File: src/rtl/serial_bitstream_piso_if.sv
// rtl/serial_bitstream_piso_if.sv - word handshake between upstream source and the serializer
interface serial_bitstream_piso_if #(
    parameter int WIDTH = 8
);
    logic [WIDTH-1:0] data_in;
    logic             valid_in;
    logic             ready_out;

    modport master (
        output data_in,
        output valid_in,
        input  ready_out
    );

    modport slave (
        input  data_in,
        input  valid_in,
        output ready_out
    );
endinterface

File: src/rtl/serial_bitstream_piso.sv
// rtl/serial_bitstream_piso.sv - MSB-first parallel-in/serial-out feeder for the 1010 detector
// Optional trailing even-parity bit per frame: define SER_PARITY_EN.
module serial_bitstream_piso #(
    parameter int WIDTH = 8
) (
    input  logic                   clk,
    input  logic                   rst,
    serial_bitstream_piso_if.slave up,
    output logic                   ser_out,
    output logic                   ser_valid,
    output logic                   frame_done
);
    localparam int              CW       = $clog2(WIDTH) + 1;
    localparam logic [CW-1:0]   CNT_LAST = CW'(WIDTH);
    localparam logic [CW-1:0]   CNT_ONE  = CW'(1);

`ifdef SER_PARITY_EN
    typedef enum logic [1:0] {IDLE, SHIFT, PAR} state_t;
`else
    typedef enum logic {IDLE, SHIFT} state_t;
`endif

    state_t           state_q, state_d;
    logic [WIDTH-1:0] shreg_q, shreg_d;
    logic [CW-1:0]    cnt_q, cnt_d;
    logic             ser_out_q, ser_out_d;
    logic             ser_valid_q, ser_valid_d;
    logic             frame_done_q, frame_done_d;
    logic             ready;
    logic             accept;
`ifdef SER_PARITY_EN
    logic             par_q, par_d;
`endif

    // Next-state and next-output logic; an accept overrides the end-of-frame fallthrough
    always_comb begin
        state_d      = state_q;
        shreg_d      = shreg_q;
        cnt_d        = cnt_q;
        ser_out_d    = 1'b0;
        ser_valid_d  = 1'b0;
        frame_done_d = 1'b0;
        ready        = 1'b0;
`ifdef SER_PARITY_EN
        par_d        = par_q;
`endif
        case (state_q)
            IDLE: begin
                ready = 1'b1;
            end
            SHIFT: begin
                if (cnt_q != CNT_LAST) begin
                    ser_out_d   = shreg_q[WIDTH-1];
                    shreg_d     = shreg_q << 1;
                    cnt_d       = cnt_q + CNT_ONE;
                    ser_valid_d = 1'b1;
`ifndef SER_PARITY_EN
                    frame_done_d = ((cnt_q + CNT_ONE) == CNT_LAST);
`endif
                end else begin
`ifdef SER_PARITY_EN
                    // Last data bit on the line: the parity bit follows it
                    state_d      = PAR;
                    cnt_d        = '0;
                    ser_out_d    = par_q;
                    ser_valid_d  = 1'b1;
                    frame_done_d = 1'b1;
`else
                    ready   = 1'b1;
                    state_d = IDLE;
                    cnt_d   = '0;
`endif
                end
            end
`ifdef SER_PARITY_EN
            PAR: begin
                ready   = 1'b1;
                state_d = IDLE;
                cnt_d   = '0;
            end
`endif
            default: begin
                state_d = IDLE;
                cnt_d   = '0;
            end
        endcase

        accept = up.valid_in && ready;
        if (accept) begin
            state_d      = SHIFT;
            ser_out_d    = up.data_in[WIDTH-1];
            shreg_d      = up.data_in << 1;
            cnt_d        = CNT_ONE;
            ser_valid_d  = 1'b1;
            frame_done_d = 1'b0;
`ifdef SER_PARITY_EN
            par_d        = ^up.data_in;
`endif
        end
    end

    // State and registered serial outputs; reset drops any in-flight word
    always_ff @(posedge clk or negedge rst) begin
        if (!rst) begin
            state_q      <= IDLE;
            shreg_q      <= '0;
            cnt_q        <= '0;
            ser_out_q    <= 1'b0;
            ser_valid_q  <= 1'b0;
            frame_done_q <= 1'b0;
`ifdef SER_PARITY_EN
            par_q        <= 1'b0;
`endif
        end else begin
            state_q      <= state_d;
            shreg_q      <= shreg_d;
            cnt_q        <= cnt_d;
            ser_out_q    <= ser_out_d;
            ser_valid_q  <= ser_valid_d;
            frame_done_q <= frame_done_d;
`ifdef SER_PARITY_EN
            par_q        <= par_d;
`endif
        end
    end

    assign up.ready_out = ready;
    assign ser_out      = ser_out_q;
    assign ser_valid    = ser_valid_q;
    assign frame_done   = frame_done_q;
endmodule

File: src/flat_wrapper.sv
// flat-port wrapper written by rule: the top's interface ports become plain ports
module serial_bitstream_piso_flat 
#(
    parameter int WIDTH = 8
)
  (clk, rst, ser_out, ser_valid, frame_done, up_data_in, up_valid_in, up_ready_out);
  serial_bitstream_piso_if #(.WIDTH(WIDTH)) up_i ();
  input  logic clk;
  input  logic rst;
  output logic ser_out;
  output logic ser_valid;
  output logic frame_done;
  input wire logic [$bits(up_i.data_in)-1:0] up_data_in;
  input wire logic [$bits(up_i.valid_in)-1:0] up_valid_in;
  output wire logic [$bits(up_i.ready_out)-1:0] up_ready_out;
  assign up_i.data_in = up_data_in;
  assign up_i.valid_in = up_valid_in;
  assign up_ready_out = up_i.ready_out;
  serial_bitstream_piso #(.WIDTH(WIDTH)) u_core (.clk(clk), .rst(rst), .up(up_i), .ser_out(ser_out), .ser_valid(ser_valid), .frame_done(frame_done));
endmodule
File: config.mk
export PLATFORM = sky130hd
export DESIGN_NAME = serial_bitstream_piso_flat
export DESIGN_NICKNAME = d
export VERILOG_FILES = /design/src/rtl/serial_bitstream_piso_if.sv /design/src/rtl/serial_bitstream_piso.sv /design/src/flat_wrapper.sv
export SDC_FILE = /design/constraint.sdc
export NUM_CORES = 1
export LEC_CHECK = 0
export CAP_MARGIN = 5
export CORE_MARGIN = 1.5
export CORE_UTILIZATION = 46
export DETAILED_ROUTE_END_ITERATION = 10
export PLACE_DENSITY = 0.72
export SETUP_SLACK_MARGIN = 0.15
export SYNTH_ARGS = -nofsm -noshare
export SYNTH_HDL_FRONTEND = slang
export SYNTH_SLANG_ARGS = --single-unit
File: constraint.sdc
create_clock -name clk -period 3.9 [get_ports clk]
set_input_delay 0.975 -clock clk [delete_from_list [all_inputs] [get_ports clk]]
set_output_delay 0.975 -clock clk [all_outputs]
set_load 0.02 [all_outputs]
* After elaboration in Yosys (flattened, before gate mapping) *
Index checks and enable logic that the tools add are counted.

operators by class
  add/sub/neg operators = 1
  mux-type cells = 17
  equality and inequality tests = 2
  reduce and logical (&&, ||, !) cells = 4
  bitwise gates (word level) = 1

operators by type and width
  operator             number
  $mux 8               3
  $mux 4               3
  $mux 1               10
  $add 4x1->4 const B  1
  $eq 4x4->1 const B   1
  $ne 4x4->1 const B   1
  $reduce_bool 2->1    2
  $pmux 1 s2           1
  $reduce_and 2->1     1
  $logic_and 1x1->1    1
  $not 1->1            1

storage, ports and cells
  word-level logic and storage cells = 30
  register bits after elaboration = 15
  output and inout port bits = 4
  input bits = 11

* Longest topological paths before layout *
Gate-level depths: netlist of the first run.

  depth after elaboration = 6
  mapped depth = 5
  gate-level depth less buffers = 5

* Least setup slack after synthesis of the first run *
Ideal clock, no wire load.

  path type = register -> output
  start = register u_core.cnt_q[0]
  end = output up_ready_out
  data arrival time = 956 ps
  path buffers = 0
  slack = 1969 ps
  stages on the path, launching flop included = 5
  data required time = 2925 ps
  cell sequence = dfrtp_1 > inv_1 > ha_1 > nand3b_4 > nand2_8

on the way
  word-level cells in the longest chain between the ends = 3

ends and longest elaborated chain
  item                      RTL line                      text
  start: declaration        serial_bitstream_piso.sv:25   logic [CW-1:0] cnt_q, cnt_d;
  start signal: assignment  serial_bitstream_piso.sv:117  cnt_q <= cnt_d;
  $ne 4x4->1                serial_bitstream_piso.sv:52   if (cnt_q != CNT_LAST) begin
  $mux 1                    serial_bitstream_piso.sv:52
  $pmux 1 s2                serial_bitstream_piso.sv:47   case (state_q)
  end: declaration          flat_wrapper.sv:15            output wire logic [$bits(up_i.ready_out)-1:0] up_ready_out;

No other way between the ends.

* Worst setup path after layout of the first run *
Ends and elaborated chain as after synthesis.

==> impl_metrics.env, run 1 <==
export IMPL_status="finished, final reports clean"
export IMPL_io_buffers=14
export IMPL_cts_max_level=1
export IMPL_place_worst_setup_slack_ns=1.292
export IMPL_grt_busiest_layer="met2"
export IMPL_period_minus_slack_ns=2.893
export IMPL_synth_ff_latch_count=14
export IMPL_fp_dieW_um=44.13
export IMPL_grt_max_degree=15
export IMPL_crit_required_ns=2.92
export IMPL_drtIter0Drc=1
export IMPL_setup_ws_ns=1.007
export IMPL_final_util=0.6201
export IMPL_rsz0062_at_grt="false"
export IMPL_arrival_ns=1.92
export IMPL_drv_cap=0
export IMPL_end_kind="output port"
export IMPL_totalPowerFinal_mw=0.5675
export IMPL_nFillCells=137
export IMPL_drtPass1Iterations=4
export IMPL_hold_ws_ns=0.5120
export IMPL_use_met2=0.2176
export IMPL_finalHoldViolCount=0
export IMPL_min_path_type="flop to flop"
export IMPL_placementRows=14
export IMPL_routedWlPerCell_um=13.61
export IMPL_grt_pass1_wl_um=2090
export IMPL_finalWirelength_um=1279
export IMPL_hold_buffers=0
export IMPL_worst_pin_slew_ns=0.6325
export IMPL_tns_ns=0
export IMPL_max_stage_delay_ns=0.61
export IMPL_grt_pass1_vias=458
export IMPL_clockBufferDepth=2
export IMPL_use_met3=0.07347
export IMPL_diodes=0
export IMPL_setup_violations=0
export IMPL_design_core_area_mm2=0.001541
export IMPL_use_met1=0.2090
export IMPL_via_per_inst=5.383
export IMPL_criticalPathCategory="flop to output port"
export IMPL_fin_crit_sh=0.7417
export IMPL_cts_tree="done"
export IMPL_dieArea_mm2=0.001947
export IMPL_nNetsFinal=93
export IMPL_p_per_area_mw_per_mm2=593.7
export IMPL_grt_overflow=0
export IMPL_skew_ns=0.003145
export IMPL_clock_root_buffer="clkbuf_4"
export IMPL_antenna_found_initial=0
export IMPL_post_cts_resized=0
export IMPL_yosysWarnings=0
export IMPL_vdd_drop_max_mv=0.3654
export IMPL_clk_latency_ns=0.27
export IMPL_dieHeight_um=44.13
export IMPL_clk_pin_slew_ns=0.08
export IMPL_ios=15
export IMPL_yosysUniqueCellTypes=23
export IMPL_drive_gt1_frac=0.2179
export IMPL_place_congestion=0.7177
export IMPL_yosysSeqAreaShare=0.4502
export IMPL_detailed_place_hpwl_um=913.5
export IMPL_clock_sinks=14
export IMPL_relSlewSlack=0.5770
export IMPL_ant_nets=0
export IMPL_power_leakage_nw=0.4526
export IMPL_cts_setup_buffers=0
export IMPL_crit_fanout=9
export IMPL_report_final_slew_viol_count=0
export IMPL_fmax_ghz=0.3457
export IMPL_final_cell_mix="clkdlybuf4s50_1, dfrtp_1, mux2_4"
export IMPL_postSynthAreaPerCell_um2=12.55
export IMPL_cpMaxStageDelayCell="clkdlybuf4s50_1"
export IMPL_start_kind="flop"
export IMPL_numCtsBuffers=3
export IMPL_syn_num_nets=76
export IMPL_syn_area_um2=778.2
export IMPL_drc_errors=0
export IMPL_synthCells=62
export IMPL_start_util=0.5049
export IMPL_vias=506
export IMPL_area_growth_pct=22.83
export IMPL_cp_cell_sequence="inv_1 -> ha_1 -> nand3b_4 -> nand2_8 -> clkdlybuf4s50_1"
export IMPL_grt_use_total=0.1522
sequential cells by signal, summed over array words and instances, names as in the netlist:
name and count:
u_core.cnt_q 4, u_core.frame_done 1, u_core.ser_out 1, u_core.ser_valid 1
u_core.shreg_q 7
metrics by stage:
stage | std cells | area, um2
6_report | 94 | 955.9
5_1_grt | 94 | 955.9
4_1_cts | 94 | 955.9
3_5_place_dp | 90 | 919.6
3_3_place_gp | 90 | 919.6
2_1_floorplan | 62 | 778.2
path summary, 6_finish.rpt:
kind	startpoint	endpoint	slack (ns)	depth (start not counted)
max in group asynchronous	rst	u_core.ser_valid$_DFF_PN0_	2.41	1
min in group asynchronous	rst	u_core.ser_out$_DFF_PN0_	1.09	1
min	u_core.shreg_q[3]$_DFFE_PN0P_	u_core.shreg_q[4]$_DFFE_PN0P_	0.51	1
min reg2reg	u_core.shreg_q[3]$_DFFE_PN0P_	u_core.shreg_q[4]$_DFFE_PN0P_	0.51	1
max	u_core.cnt_q[0]$_DFFE_PN0P_	up_ready_out	1.01	5
max reg2reg	u_core.cnt_q[0]$_DFFE_PN0P_	u_core.shreg_q[2]$_DFFE_PN0P_	2.45	5
final cells by class:
class | instances | area (um2) | area share
multi-input combinational | 42 | 394.1 | 0.4123
sequential | 14 | 350.3 | 0.3665
timing repair buffer | 14 | 140.1 | 0.1466
clock buffer | 4 | 36.28 | 0.03796
tap | 16 | 20.02 | 0.02094
inverter | 4 | 15.01 | 0.01571
critical path, delay by kind of cell, from the launching register on:
family	cells	cell delay, ns
and+or+nand+nor	2	0.27
buffers and inverters	2	0.70
DFF	1	0.44
adders and majority gates	1	0.23
cells by family after synthesis:
kind of cell             Yosys count  synth area share
multiplexers                      13            0.2283
AO/OA/AOI/OAI                      9           0.07235
flip-flops                        14            0.4502
adder cells (fa/ha/maj)            3           0.04824
AND/OR/NAND/NOR                   17            0.1576
buffers and inverters              6           0.04341
power breakdown:
part	total (mW)	internal (mW)	leakage (nW)	switching, mW
Sequential	0.240	0.191	0.181	0.0484
Clock	0.102	0.0567	0.0210	0.0448
Combinational	0.226	0.133	0.251	0.0934
routing by layer:
layer,wire length [um],vias up
li1,-,249
met1,606,241
met2,584,14
met3,77,2
met4,11,0
met5,0,-
cells in the mapped netlist, drive strengths merged:
library cell  number  area share
nor2               2      0.0096
o21ai              4       0.026
a32o               1       0.013
ha                 3       0.048
nand4b             1       0.011
nand3              2       0.013
a32oi              1       0.011
nand3b             1       0.026
o21bai             1      0.0096
nand2b             3       0.024
and2               1      0.0080
a21oi              2       0.013
inv                4       0.019
nand2              5       0.045
nor2b              1      0.0080
mux2i              2       0.026
mux2              11        0.20
and4b              1       0.013
dfrtp             14        0.45
buf                2       0.024
Power figures use the tool's default switching activity.
==> run 2: changes to the inputs <==
Clock period 3.9 ns to 2.85 ns, I/O delays scaled along.
==> run 2 against run 1 <==
- critical path depth decreased by 4
- register-to-register slack worse by 1.1 ns
- sequential power is 35% higher
- count of clock-buffer cells in the layout unchanged
- clock power grew 41%
- final cell count unchanged
- setup slack got worse by 0.43 ns
==> impl_metrics.env, run 2 (synthesized netlist as in run 1, its figures left out) <==
export IMPL_crit_family="buffers and inverters"
export IMPL_hp_start="u_core.shreg_q[3]$_DFFE_PN0P_"
export IMPL_rsz0062_at_grt="false"
export IMPL_clockBufferDepth=2
export IMPL_power_leakage_nw=0.4700
export IMPL_cts_tree="done"
export IMPL_setup_violations=0
export IMPL_antenna_found_initial=0
export IMPL_via_per_inst=5.404
export IMPL_start_util=0.5049
export IMPL_design_core_area_mm2=0.001541
export IMPL_reg_largest_list="u_core.shreg_q (7), u_core.cnt_q (4)"
export IMPL_hold_buffers=0
export IMPL_r2r_setup_slack_ns=1.40
export IMPL_ios=15
export IMPL_placed_area_um2=919.6
export IMPL_grt_max_degree=15
export IMPL_end_kind="output port"
export IMPL_placementRows=14
export IMPL_arrival_ns=1.56
export IMPL_clock_root_buffer="clkbuf_4"
export IMPL_grt_use_total=0.1657
export IMPL_worst_pin_slew_ns=0.6232
export IMPL_drv_cap=0
export IMPL_cpMaxStageDelayCell="clkdlybuf4s50_1"
export IMPL_io_buffers=14
export IMPL_drtIter0Drc=6
export IMPL_crit_fanout=10
export IMPL_criticalPathCategory="flop to output port"
export IMPL_status="finished, final reports clean"
export IMPL_place_congestion=0.7141
export IMPL_nNetsFinal=93
export IMPL_timing_rr_end="u_core.shreg_q[5]$_DFFE_PN0P_"
export IMPL_crit_required_ns=2.14
export IMPL_numCtsBuffers=3
export IMPL_detailed_place_hpwl_um=935.7
export IMPL_finalHoldViolCount=0
export IMPL_start_kind="flop"
export IMPL_cp_cell_sequence="clkdlybuf4s50_1"
export IMPL_drtPass1Iterations=4
export IMPL_final_cell_mix="dfrtp_1, clkdlybuf4s50_1, mux2_4"
export IMPL_grt_pass1_vias=497
export IMPL_crit_buf_inv=1
export IMPL_fmax_ghz=0.4399
export IMPL_finalNonFillerCells=94
export IMPL_holdPathStages=1
export IMPL_final_util=0.6218
export IMPL_min_path_type="flop to flop"
export IMPL_min_to="u_core.shreg_q[4]$_DFFE_PN0P_"
export IMPL_clk_pin_slew_ns=0.08
export IMPL_diodes=0
export IMPL_grt_pass1_wl_um=2256
export IMPL_dieHeight_um=44.13
export IMPL_max_stage_delay_ns=0.69
export IMPL_drive_gt1_frac=0.2179
export IMPL_tns_ns=0
export IMPL_report_final_slew_viol_count=0
export IMPL_vdd_drop_max_mv=0.5656
export IMPL_fp_dieW_um=44.13
export IMPL_fin_crit_sh=0.7977
export IMPL_r2r_start="u_core.cnt_q[0]$_DFFE_PN0P_"
export IMPL_dieArea_mm2=0.001947
export IMPL_final_area_um2=958.4
export IMPL_skew_ns=0.003165
export IMPL_routedWlPerCell_um=13.65
export IMPL_hold_ws_ns=0.5138
export IMPL_dpl_cell_count=90
export IMPL_vias=508
export IMPL_ant_nets=0
export IMPL_area_growth_pct=23.15
export IMPL_layout_commonest_cell="dfrtp_1"
export IMPL_p_per_area_mw_per_mm2=810.8
export IMPL_largest_register="u_core.shreg_q"
export IMPL_clock_sinks=14
export IMPL_drc_errors=0
export IMPL_period_minus_slack_ns=2.273
export IMPL_clk_latency_ns=0.28
export IMPL_worst_r2r_path_depth=5
export IMPL_relSlewSlack=0.5832
export IMPL_grt_overflow=0
export IMPL_finalWirelength_um=1283
export IMPL_cts_max_level=1
export IMPL_largest_register_ffs=7
run 2: how the worst max path moves through the flow:
stage	slack [ns]	start	cells past startpoint	endpoint
final	0.58	u_core.ser_valid$_DFF_PN0_	1	ser_valid
after global routing	0.49	u_core.ser_valid$_DFF_PN0_	1	ser_valid
after CTS	0.21	u_core.cnt_q[0]$_DFFE_PN0P_	5	up_ready_out
after detailed placement	0.53	u_core.cnt_q[0]$_DFFE_PN0P_	5	up_ready_out
after global placement	0.55	u_core.cnt_q[0]$_DFFE_PN0P_	5	up_ready_out
after floorplan	1.18	u_core.cnt_q[0]$_DFFE_PN0P_	4	up_ready_out
run 2: cell type report:
type | instances | area (um2)
fill | 134 | 583.1
sequential | 14 | 350.3
timing repair buffer | 14 | 142.6
inverter | 4 | 15.01
clock buffer | 4 | 36.28
multi-input combinational | 42 | 394.1
tap | 16 | 20.02
run 2: layer usage:
layer,track usage,share of wire,up-vias
met1,0.2211,0.45,240
met5,0,0,-
met2,0.2294,0.48,12
met3,0.05306,0.050,4
met4,0.1091,0.025,0
li1,-,-,252
run 2: what timing repair did:
| action | 4_1_cts | 5_1_grt |
|---|---|---|
| hold endpoints to repair | 0 | 0 |
| buffers inserted | 0 | 0 |
| resized for setup | 0 | 1 |
| endpoints found under the setup margin | 0 | 1 |
run 2: metrics by stage:
step	total power [mW]	worst slack (ns)
6_report	0.7771	0.5766
3_5_place_dp	0.6380	0.5287
3_3_place_gp	0.6322	0.5470
5_1_grt	0.8394	0.4865
2_1_floorplan	0.5552	1.181
4_1_cts	0.7834	0.2076
run 2: power by group:
group	total [mW]	internal [mW]	switching, mW
Combinational	0.308	0.180	0.127
Clock	0.144	0.0778	0.0665
Sequential	0.325	0.262	0.0635
==> run 3: changes to the inputs <==
Clock period 2.85 ns to 2.3 ns, I/O delays scaled along.
==> run 3 against run 2 <==
- clock power shrank 8%
- clock skew is essentially flat
- non-clock buffer count grew 2
- sequential power grew 26%
- final cell count grew 1.1%
- routed wire length grew 12%
- global-route usage grew 1.4 points
- power grew 22%
- via count grew 1.8%
- largest cell class unchanged
==> impl_metrics.env, run 3 (synthesized netlist as in run 1, its figures left out) <==
export IMPL_criticalPathCategory="flop to output port"
export IMPL_start_util=0.5049
export IMPL_antenna_found_initial=0
export IMPL_crit_fanout=6
export IMPL_arrival_ns=1.48
export IMPL_start_kind="flop"
export IMPL_setup_violations=0
export IMPL_numCtsBuffers=3
export IMPL_finalHoldViolCount=0
export IMPL_final_cell_mix="clkdlybuf4s50_1, dfrtp_1, mux2_4"
export IMPL_layout_commonest_cell="clkdlybuf4s50_1"
export IMPL_skew_ns=0.002835
export IMPL_drc_errors=0
export IMPL_dieArea_mm2=0.001947
export IMPL_vdd_drop_max_mv=0.6840
export IMPL_grt_max_degree=15
export IMPL_clk_latency_ns=0.27
export IMPL_clock_root_buffer="clkbuf_4"
export IMPL_drv_cap=0
export IMPL_setup_ws_ns=0.2435
export IMPL_placementRows=14
export IMPL_clk_pin_slew_ns=0.08
export IMPL_io_buffers=14
export IMPL_fmax_ghz=0.4863
export IMPL_power_leakage_nw=0.4531
export IMPL_p_per_area_mw_per_mm2=984.0
export IMPL_vias=517
export IMPL_dieHeight_um=44.13
export IMPL_rsz0062_at_grt="false"
export IMPL_min_path_type="flop to flop"
export IMPL_detailed_place_hpwl_um=1020
export IMPL_area_growth_pct=23.79
export IMPL_cts_setup_buffers=0
export IMPL_cts_tree="done"
export IMPL_relSlewSlack=0.5839
export IMPL_report_final_slew_viol_count=0
export IMPL_status="finished, final reports clean"
export IMPL_largest_register="u_core.shreg_q"
export IMPL_place_congestion=0.8729
export IMPL_via_per_inst=5.442
export IMPL_clock_sinks=14
export IMPL_design_core_area_mm2=0.001541
export IMPL_grt_pass1_wl_um=2470
export IMPL_drtPass1Iterations=4
export IMPL_finalWirelength_um=1440
export IMPL_reg_largest_list="u_core.shreg_q (7), u_core.cnt_q (4)"
export IMPL_largest_register_ffs=7
export IMPL_grt_pass1_vias=516
export IMPL_drtIter0Drc=14
export IMPL_tns_ns=0
export IMPL_period_minus_slack_ns=2.057
export IMPL_clockBufferDepth=2
export IMPL_grt_use_total=0.1798
export IMPL_fin_crit_sh=0.8941
export IMPL_ios=15
export IMPL_crit_required_ns=1.73
export IMPL_worst_pin_slew_ns=0.6223
export IMPL_hold_ws_ns=0.5050
export IMPL_end_kind="output port"
export IMPL_ant_nets=0
export IMPL_fp_dieW_um=44.13
export IMPL_place_worst_setup_slack_ns=0.1654
export IMPL_grt_overflow=0
export IMPL_cts_max_level=1
export IMPL_drive_gt1_frac=0.2785
export IMPL_diodes=0
export IMPL_routedWlPerCell_um=15.16
export IMPL_nNetsFinal=95
run 3: cell count changes in the layout (fill, tap and decap cells not counted), sizes merged:
cell           delta
buf               +2
clkbuf            -1
clkdlybuf4s15     +1
dlymetal6s2s      -1
run 3: worst paths after layout:
path	start	to	slack, ns	cells past startpoint
min	u_core.shreg_q[3]$_DFFE_PN0P_	u_core.shreg_q[4]$_DFFE_PN0P_	0.51	1
min in group asynchronous	rst	u_core.cnt_q[3]$_DFFE_PN0P_	0.68	1
max in group asynchronous	rst	u_core.cnt_q[0]$_DFFE_PN0P_	1.17	1
max reg2reg	u_core.cnt_q[0]$_DFFE_PN0P_	u_core.shreg_q[7]$_DFFE_PN0P_	0.72	6
max	u_core.cnt_q[0]$_DFFE_PN0P_	up_ready_out	0.24	5
min reg2reg	u_core.shreg_q[3]$_DFFE_PN0P_	u_core.shreg_q[4]$_DFFE_PN0P_	0.51	1
run 3: timing repair:
action,in CTS,in global routing
endpoints found under the setup margin,2,1
resized for setup,4,2
hold endpoints to repair,0,0
hold buffers,0,0
run 3: metal layers:
| metal | vias up | global-route usage | wire length [um] |
|---|---|---|---|
| li1 | 252 | - | - |
| met1 | 249 | 0.2376 | 642 |
| met2 | 14 | 0.2794 | 698 |
| met3 | 2 | 0.06122 | 84 |
| met4 | 0 | 0.05455 | 15 |
| met5 | - | 0 | 0 |
run 3: per-stage QoR:
stage	power [mW]	cells	area, um2	utilization
floorplan	0.6880	62	778.2	-
global placement	0.7916	92	934.6	0.6063
detailed placement	0.8096	92	934.6	0.6063
CTS	0.9483	95	959.7	0.6226
global route	1.020	95	963.4	0.6250
finish	0.9481	95	963.4	0.6250
run 3: critical path: stages (launching register included):
cell and delay, ns:
dfrtp_2 0.45, inv_1 0.08, ha_2 0.22, nand3b_4 0.12
nand2_8 0.09, clkdlybuf4s15_2 0.25
run 3: report_power, final:
part | leakage, nW | switching (mW) | internal [mW]
clock network | 0.0138 | 0.0718 | 0.0607
logic | 0.260 | 0.171 | 0.234
registers | 0.180 | 0.0833 | 0.327
total | 0.453 | 0.326 | 0.622
run 3: cell type report:
cell class	instances	area, um2
clock buffer	3	22.52
fill	120	578.1
inverter	4	15.01
multi-input combinational	42	396.6
sequential	14	352.8
tap	16	20.02
timing repair buffer	16	156.4
